===== src/rtl/ro_status_reg_pkg.sv =====
// Shared constants and per-bit next-state helper
// for the read-only status register.
package ro_status_pkg;

  localparam int MAX_SYNC_STAGES = 3;

  // Live bits follow the event; sticky bits set on event,
  // clear on request, and the event wins a same-cycle tie.
  function automatic logic next_bit(
    input logic sticky,
    input logic set,
    input logic clr,
    input logic q
  );
    logic r;
    if (!sticky) begin
      r = set;
    end else begin
      r = set | (~clr & q);
    end
    return r;
  endfunction

endpackage


===== src/rtl/ro_status_reg_if.sv =====
// Bridge-side bundle of the status register:
// status input, read/clear controls, readback and IRQ.
interface ro_status_if #(
  parameter int DATA_WIDTH = 32
);

  logic [DATA_WIDTH-1:0] VALUE_IN;
  logic                  RD_STROBE;
  logic                  CLR_EN;
  logic [DATA_WIDTH-1:0] CLR_MASK;
  logic [DATA_WIDTH-1:0] IRQ_EN;
  logic [DATA_WIDTH-1:0] VALUE_OUT;
  logic                  IRQ;

  modport master (
    output VALUE_IN,
    output RD_STROBE,
    output CLR_EN,
    output CLR_MASK,
    output IRQ_EN,
    input  VALUE_OUT,
    input  IRQ
  );

  modport slave (
    input  VALUE_IN,
    input  RD_STROBE,
    input  CLR_EN,
    input  CLR_MASK,
    input  IRQ_EN,
    output VALUE_OUT,
    output IRQ
  );

endinterface


===== src/rtl/ro_status_reg_sync_chain.sv =====
// Plain per-bit flop chain; a wire when STAGES is 0.
// Async active-high reset clears every stage.
module sync_chain #(
  parameter int DATA_WIDTH = 32,
  parameter int STAGES     = 0
) (
  input  logic                  clk_i,
  input  logic                  rst_i,
  input  logic [DATA_WIDTH-1:0] d_i,
  output logic [DATA_WIDTH-1:0] q_o
);

  if (STAGES == 0) begin : g_pass
    logic unused_clk_rst;
    assign unused_clk_rst = clk_i ^ rst_i;
    assign q_o = d_i;
  end else begin : g_chain
    logic [DATA_WIDTH-1:0] stg_q [STAGES];

    // Shift the raw input through the stages.
    always_ff @(posedge clk_i or posedge rst_i) begin
      if (rst_i) begin
        for (int k = 0; k < STAGES; k++) begin
          stg_q[k] <= '0;
        end
      end else begin
        stg_q[0] <= d_i;
        for (int k = 1; k < STAGES; k++) begin
          stg_q[k] <= stg_q[k-1];
        end
      end
    end

    assign q_o = stg_q[STAGES-1];
  end

endmodule


===== src/rtl/ro_status_reg.sv =====
// Status word capture with per-bit sync, edge,
// sticky/W1C, clear-on-read and maskable IRQ.
module ro_status_reg
  import ro_status_pkg::*;
#(
  parameter int                    DATA_WIDTH  = 32,
  parameter int                    SYNC_STAGES = 0,
  parameter logic [DATA_WIDTH-1:0] STICKY_MASK = '0,
  parameter logic [DATA_WIDTH-1:0] EDGE_MASK   = '0,
  parameter bit                    COR_EN      = 1'b0
) (
  input logic        CLK,
  input logic        RST,
  ro_status_if.slave bus
);

  if (SYNC_STAGES < 0 || SYNC_STAGES > MAX_SYNC_STAGES) begin : g_bad_sync
    $error("ro_status_reg: SYNC_STAGES must be 0..3");
  end

  logic [DATA_WIDTH-1:0] s;
  logic [DATA_WIDTH-1:0] prev_q;
  logic [DATA_WIDTH-1:0] ev;
  logic [DATA_WIDTH-1:0] clr;
  logic [DATA_WIDTH-1:0] value_d;
  logic [DATA_WIDTH-1:0] value_q;
  logic                  irq_d;
  logic                  irq_q;

  sync_chain #(
    .DATA_WIDTH (DATA_WIDTH),
    .STAGES     (SYNC_STAGES)
  ) u_sync (
    .clk_i (CLK),
    .rst_i (RST),
    .d_i   (bus.VALUE_IN),
    .q_o   (s)
  );

  // Edge bits see only a 0->1 step; level bits pass through.
  assign ev = (EDGE_MASK & s & ~prev_q) | (~EDGE_MASK & s);

  // Masking with CLR_EN first keeps an idle X mask harmless.
  assign clr = ({DATA_WIDTH{bus.CLR_EN}} & bus.CLR_MASK)
             | {DATA_WIDTH{COR_EN & bus.RD_STROBE}};

  assign irq_d = |(value_q & bus.IRQ_EN);

  // Per-bit next status value.
  always_comb begin
    value_d = '0;
    for (int i = 0; i < DATA_WIDTH; i++) begin
      value_d[i] = next_bit(STICKY_MASK[i], ev[i], clr[i], value_q[i]);
    end
  end

  // Edge history, visible status and registered IRQ.
  always_ff @(posedge CLK or posedge RST) begin
    if (RST) begin
      prev_q  <= '0;
      value_q <= '0;
      irq_q   <= 1'b0;
    end else begin
      prev_q  <= s;
      value_q <= value_d;
      irq_q   <= irq_d;
    end
  end

  assign bus.VALUE_OUT = value_q;
  assign bus.IRQ       = irq_q;

endmodule

===== src/flat_wrapper.sv =====
// flat-port wrapper written by rule: the top's interface ports become plain ports
module ro_status_reg_flat import ro_status_pkg::*;
#(
  parameter int                    DATA_WIDTH  = 32,
  parameter int                    SYNC_STAGES = 0,
  parameter logic [DATA_WIDTH-1:0] STICKY_MASK = '0,
  parameter logic [DATA_WIDTH-1:0] EDGE_MASK   = '0,
  parameter bit                    COR_EN      = 1'b0
)
  (CLK, RST, bus_VALUE_IN, bus_RD_STROBE, bus_CLR_EN, bus_CLR_MASK, bus_IRQ_EN, bus_VALUE_OUT, bus_IRQ);
  ro_status_if #(.DATA_WIDTH(DATA_WIDTH)) bus_i ();
  input logic CLK;
  input logic RST;
  input wire logic [$bits(bus_i.VALUE_IN)-1:0] bus_VALUE_IN;
  input wire logic [$bits(bus_i.RD_STROBE)-1:0] bus_RD_STROBE;
  input wire logic [$bits(bus_i.CLR_EN)-1:0] bus_CLR_EN;
  input wire logic [$bits(bus_i.CLR_MASK)-1:0] bus_CLR_MASK;
  input wire logic [$bits(bus_i.IRQ_EN)-1:0] bus_IRQ_EN;
  output wire logic [$bits(bus_i.VALUE_OUT)-1:0] bus_VALUE_OUT;
  output wire logic [$bits(bus_i.IRQ)-1:0] bus_IRQ;
  assign bus_i.VALUE_IN = bus_VALUE_IN;
  assign bus_i.RD_STROBE = bus_RD_STROBE;
  assign bus_i.CLR_EN = bus_CLR_EN;
  assign bus_i.CLR_MASK = bus_CLR_MASK;
  assign bus_i.IRQ_EN = bus_IRQ_EN;
  assign bus_VALUE_OUT = bus_i.VALUE_OUT;
  assign bus_IRQ = bus_i.IRQ;
  ro_status_reg #(.DATA_WIDTH(DATA_WIDTH), .SYNC_STAGES(SYNC_STAGES), .STICKY_MASK(STICKY_MASK), .EDGE_MASK(EDGE_MASK), .COR_EN(COR_EN)) u_core (.CLK(CLK), .RST(RST), .bus(bus_i));
endmodule

===== config.mk =====
export PLATFORM = sky130hd
export DESIGN_NAME = ro_status_reg_flat
export DESIGN_NICKNAME = d
export VERILOG_FILES = /design/src/rtl/ro_status_reg_pkg.sv /design/src/rtl/ro_status_reg_if.sv /design/src/rtl/ro_status_reg_sync_chain.sv /design/src/rtl/ro_status_reg.sv /design/src/flat_wrapper.sv
export SDC_FILE = /design/constraint.sdc
export NUM_CORES = 1
export LEC_CHECK = 0
export CAP_MARGIN = 25
export CORE_UTILIZATION = 24
export DETAILED_ROUTE_END_ITERATION = 16
export PLACE_DENSITY = 0.79
export SLEW_MARGIN = 20
export SYNTH_ARGS = -nofsm -noshare
export SYNTH_HDL_FRONTEND = slang
export SYNTH_SLANG_ARGS = --single-unit

===== constraint.sdc =====
create_clock -name CLK -period 1.6 [get_ports CLK]
set_input_delay 0.32 -clock CLK [delete_from_list [all_inputs] [get_ports CLK]]
set_output_delay 0.32 -clock CLK [all_outputs]
set_load 0.01 [all_outputs]

### Word level (Yosys, flattened, before mapping)

Cells that the tools add are included.

* add/subtract/negate cells: 0
* multiply operators: 0
* divide/modulo/power cells: 0
* order comparisons: 0
* equality and inequality tests: 0
* shift operators: 0
* muxes and demuxes: 0
* bitwise logic cells: 1
* reductions and logical operators: 1

Operators with widths (count)
* $and A32 B32 Y32: 1
* $reduce_or A32 Y1: 1

* flip-flop bits (word level): 33
* latch bits: 0
* RAM bits: 0
* memory bits (read-only): 0
* input bits: 100
* logic and storage cells: 4
* memories: 0

### Depth between registers and ports, before layout

* word-level depth: 2
* gate-level depth with buffers: 3
* gate-level depth less buffers: 3

### Cells and area by module

A second synthesis with hierarchy kept.

* cell total of the unflattened synthesis: 87
* area, all modules: 1227.4 sq um

By module, submodules not included
* ro_status_reg: times used 1, cells each 55, area each 987.2 sq um
* sync_chain: times used 1, cells each 32, area each 240.2 sq um

### Least setup slack after synthesis

OpenSTA, ideal clock, no wires.

* kind: flip-flop to flip-flop
* from: reg u_core.value_q[7], in the netlist u_core.bus.VALUE_OUT[7]
* to: reg u_core.irq_q, in the netlist u_core.bus.IRQ
* setup time: 0.138 ns
* arrival: 1.165 ns
* required time: 1.462 ns
* path slack: 0.296 ns
* cell stages (with the launch flop): 4
* clock period less this slack: 1.304 ns
* cells stage by stage: dfrtp_1 > a22oi_1 > nand4_1 > or4_1

* longest elaborated chain between the ends: 2

RTL lines
* start, declared: line ro_status_reg.sv:26 `logic [DATA_WIDTH-1:0] value_q;`
* start signal, assigned: line ro_status_reg.sv:65 `value_q <= value_d;`
* $and A32 B32 Y32: line ro_status_reg.sv:47 `assign irq_d = |(value_q & bus.IRQ_EN);`
* $reduce_or A32 Y1: line ro_status_reg.sv:47
* named net u_core.irq_d: line ro_status_reg.sv:27 `logic irq_d;`
* end signal, assigned: line ro_status_reg.sv:66 `irq_q <= irq_d;`
* end, declared: line ro_status_reg.sv:28 `logic irq_q;`

The timed path passes the listed nets, and every way through them passes these cells.

### Final worst setup path

* from: reg u_core.value_q[28], in the netlist u_core.bus.VALUE_OUT[28]
* to: out bus_VALUE_OUT[28]

RTL lines
* end, declared: line flat_wrapper.sv:19 `output wire logic [$bits(bus_i.VALUE_OUT)-1:0] bus_VALUE_OUT;`

No word-level cell between the ends.

==> results.json <==
{
  "outcome": "finished clean",
  "clk_pin_slew_ns": 0.06,
  "grt_pass1_vias": 1021,
  "cts-root-buf": "clkbuf_8",
  "cts_resized": 0,
  "dpl.cell_count": 202,
  "drt-wirelength-per-cell_um": 13.75,
  "cp_top_family": "buffers and inverters",
  "rsz0062_at_grt": "no",
  "stdcell_count": 209,
  "rows": 22,
  "design_area_mm2": 0.002135,
  "core_area_mm2": 0.003799,
  "worstSetupEndpointType": "output pin",
  "grt_pass1_wl_um": 4353,
  "skew_ns": 0.003491,
  "cts_tree": "yes",
  "dp_worst_setup_slack_ns": -0.1215,
  "hpwl_um": 2378,
  "worst_pin_slew_ns": 0.1927,
  "path_cells": "clkdlybuf4s50_1",
  "via_count": 905,
  "critPathKind": "reg2out",
  "clockBufferDepth": 2,
  "cts_setup_buffers": 0,
  "cp.arrival_ns": 1.19,
  "drt_iter0_markers": 33,
  "avgSynthCellArea_um2": 17.95,
  "clock_latency_ns": 0.28,
  "netlist_area_um2": 987.2,
  "relSlewSlack_pct": 87.15,
  "firstDrtPassIters": 2,
  "cp_max_fo": 2,
  "power_density_mw_per_mm2": 852.6,
  "synthCells": 55,
  "gp_congestion": 0.6872,
  "yosysUniqueCellTypes": 6,
  "min_period_ns": 1.515,
  "die_h_um": 66.14,
  "hp-class": "in2async",
  "synthesis.nets": 155,
  "fin_nets": 261,
  "clock.fmax_mhz": 660.1,
  "drtAntennaViolNets": 0,
  "synth_seq_cells": 33,
  "max_cap_violations": 0,
  "drcViolationCount": 0,
  "mostFrequentLayoutCell": "clkdlybuf4s50_1",
  "grtUsageTotal_pct": 13.98,
  "numCtsBuffers": 5,
  "start_util_pct": 25.99,
  "antenna_found_initial": 0,
  "dieArea_mm2": 0.004374,
  "finalSetupViolCount": 0,
  "io_buffers": 98,
  "antenna_cells": 0,
  "via_per_inst": 4.330,
  "most-common-layout-cells": "clkdlybuf4s50_1 (98), dfrtp_1 (33), a22oi_1 (15)",
  "vdd_drop_max_uv": 592.8,
  "slowest_delay_ns": 0.55,
  "cp_slowest_cell": "clkdlybuf4s50_1",
  "hold_viol": 0,
  "grt_max_degree": 33,
  "io_pins": 133,
  "cts_sinks": 33,
  "grt_overflow": 0,
  "worst-endpoint-required_ns": 1.28,
  "final_max_slew_viol_count": 0,
  "final_util_pct": 56.19,
  "holdBufCountCts": 0,
  "seq_area_frac_synth_pct": 83.65,
  "post-route-period-util_pct": 94.69,
  "worstSetupStartpointType": "register",
  "wl_um": 2874,
  "yosys_warnings": 0,
  "p_leak_uw": 0.0008696,
  "path_buf_inv": 1,
  "htree_levels": 2,
  "fp.dieW_um": 66.14,
  "setup_ws_ns": 0.08503,
  "placed_cell_area_mm2": 0.002048,
  "layout-drive-gt1-share_pct": 4.969,
  "syn2layout_area_growth_pct": 116.2
}
-- cell usage after synthesis (all sizes together) --
| library cell | n | area, um^2 |
|---|---|---|
| a22oi | 16 | 125.1 |
| inv | 1 | 3.750 |
| or4 | 1 | 7.510 |
| dfrtp | 33 | 825.8 |
| nand4 | 4 | 25.02 |
-- sequential cells by signal, indices dropped and copies added, names as in the netlist --
register              count
u_core.bus.VALUE_OUT     32
u_core.bus.IRQ            1
-- path summary, 6_finish.rpt --
check | start | end | slack, ns | cells past startpoint
setup reg to reg | u_core.bus.VALUE_OUT[3] | u_core.bus.IRQ | 0.24 | 3
setup / recovery | u_core.bus.VALUE_OUT[28] | bus_VALUE_OUT[28] | 0.09 | 1
max in group asynchronous | RST | u_core.bus.VALUE_OUT[20] | 1.01 | 3
min in group CLK | bus_VALUE_IN[17] | u_core.bus.VALUE_OUT[17] | 0.48 | 1
hold / removal | RST | u_core.bus.IRQ | 0.22 | 2
hold reg to reg | u_core.bus.VALUE_OUT[25] | u_core.bus.IRQ | 0.62 | 3
-- final cells by class --
type | instances | area [um^2]
Tap cell | 48 | 60.06
Sequential cell | 33 | 825.8
Fill cell | 283 | 1664
Clock buffer | 7 | 86.33
Inverter | 1 | 3.754
Timing Repair Buffer | 99 | 1001
Multi-Input combinational cell | 21 | 157.7
-- per-stage QoR --
stage | setup TNS [ns] | hold WS, ns | power (uW)
2_1_floorplan | 0 | 0.3514 | 969.4
3_3_place_gp | -0.09101 | 0.5034 | 1228
3_5_place_dp | -0.1215 | 0.5018 | 1235
4_1_cts | 0 | 0.2084 | 1858
5_1_grt | 0 | 0.2172 | 1910
6_report | 0 | 0.2196 | 1820
-- where the power goes --
part	internal [uW]	leakage (uW)	switching, uW
combinational	228	0.000444	87.3
sequential	876	0.000382	23.9
clock	341	0.0000443	264
total	1440	0.000870	376
-- per-layer routing --
| layer | track usage (%) | vias up | routed length (um) |
|---|---|---|---|
| li1 | - | 416 | - |
| met3 | 7.759 | 2 | 403 |
| met4 | 4.787 | 0 | 17 |
| met5 | 0 | - | 0 |
| met1 | 12.90 | 412 | 1020 |
| met2 | 25.51 | 75 | 1433 |
-- kinds of logic (layout without fill, tap and decap cells) --
kind of cell	after synthesis	count (layout)	share of synthesized area, %
AOI/OAI and AO/OA	16	16	12.67
buffers and inverters	1	107	0.3799
DFF	33	33	83.65
and+or+nand+nor	5	5	3.295
Note: power is estimated with default switching activity, not from simulation.
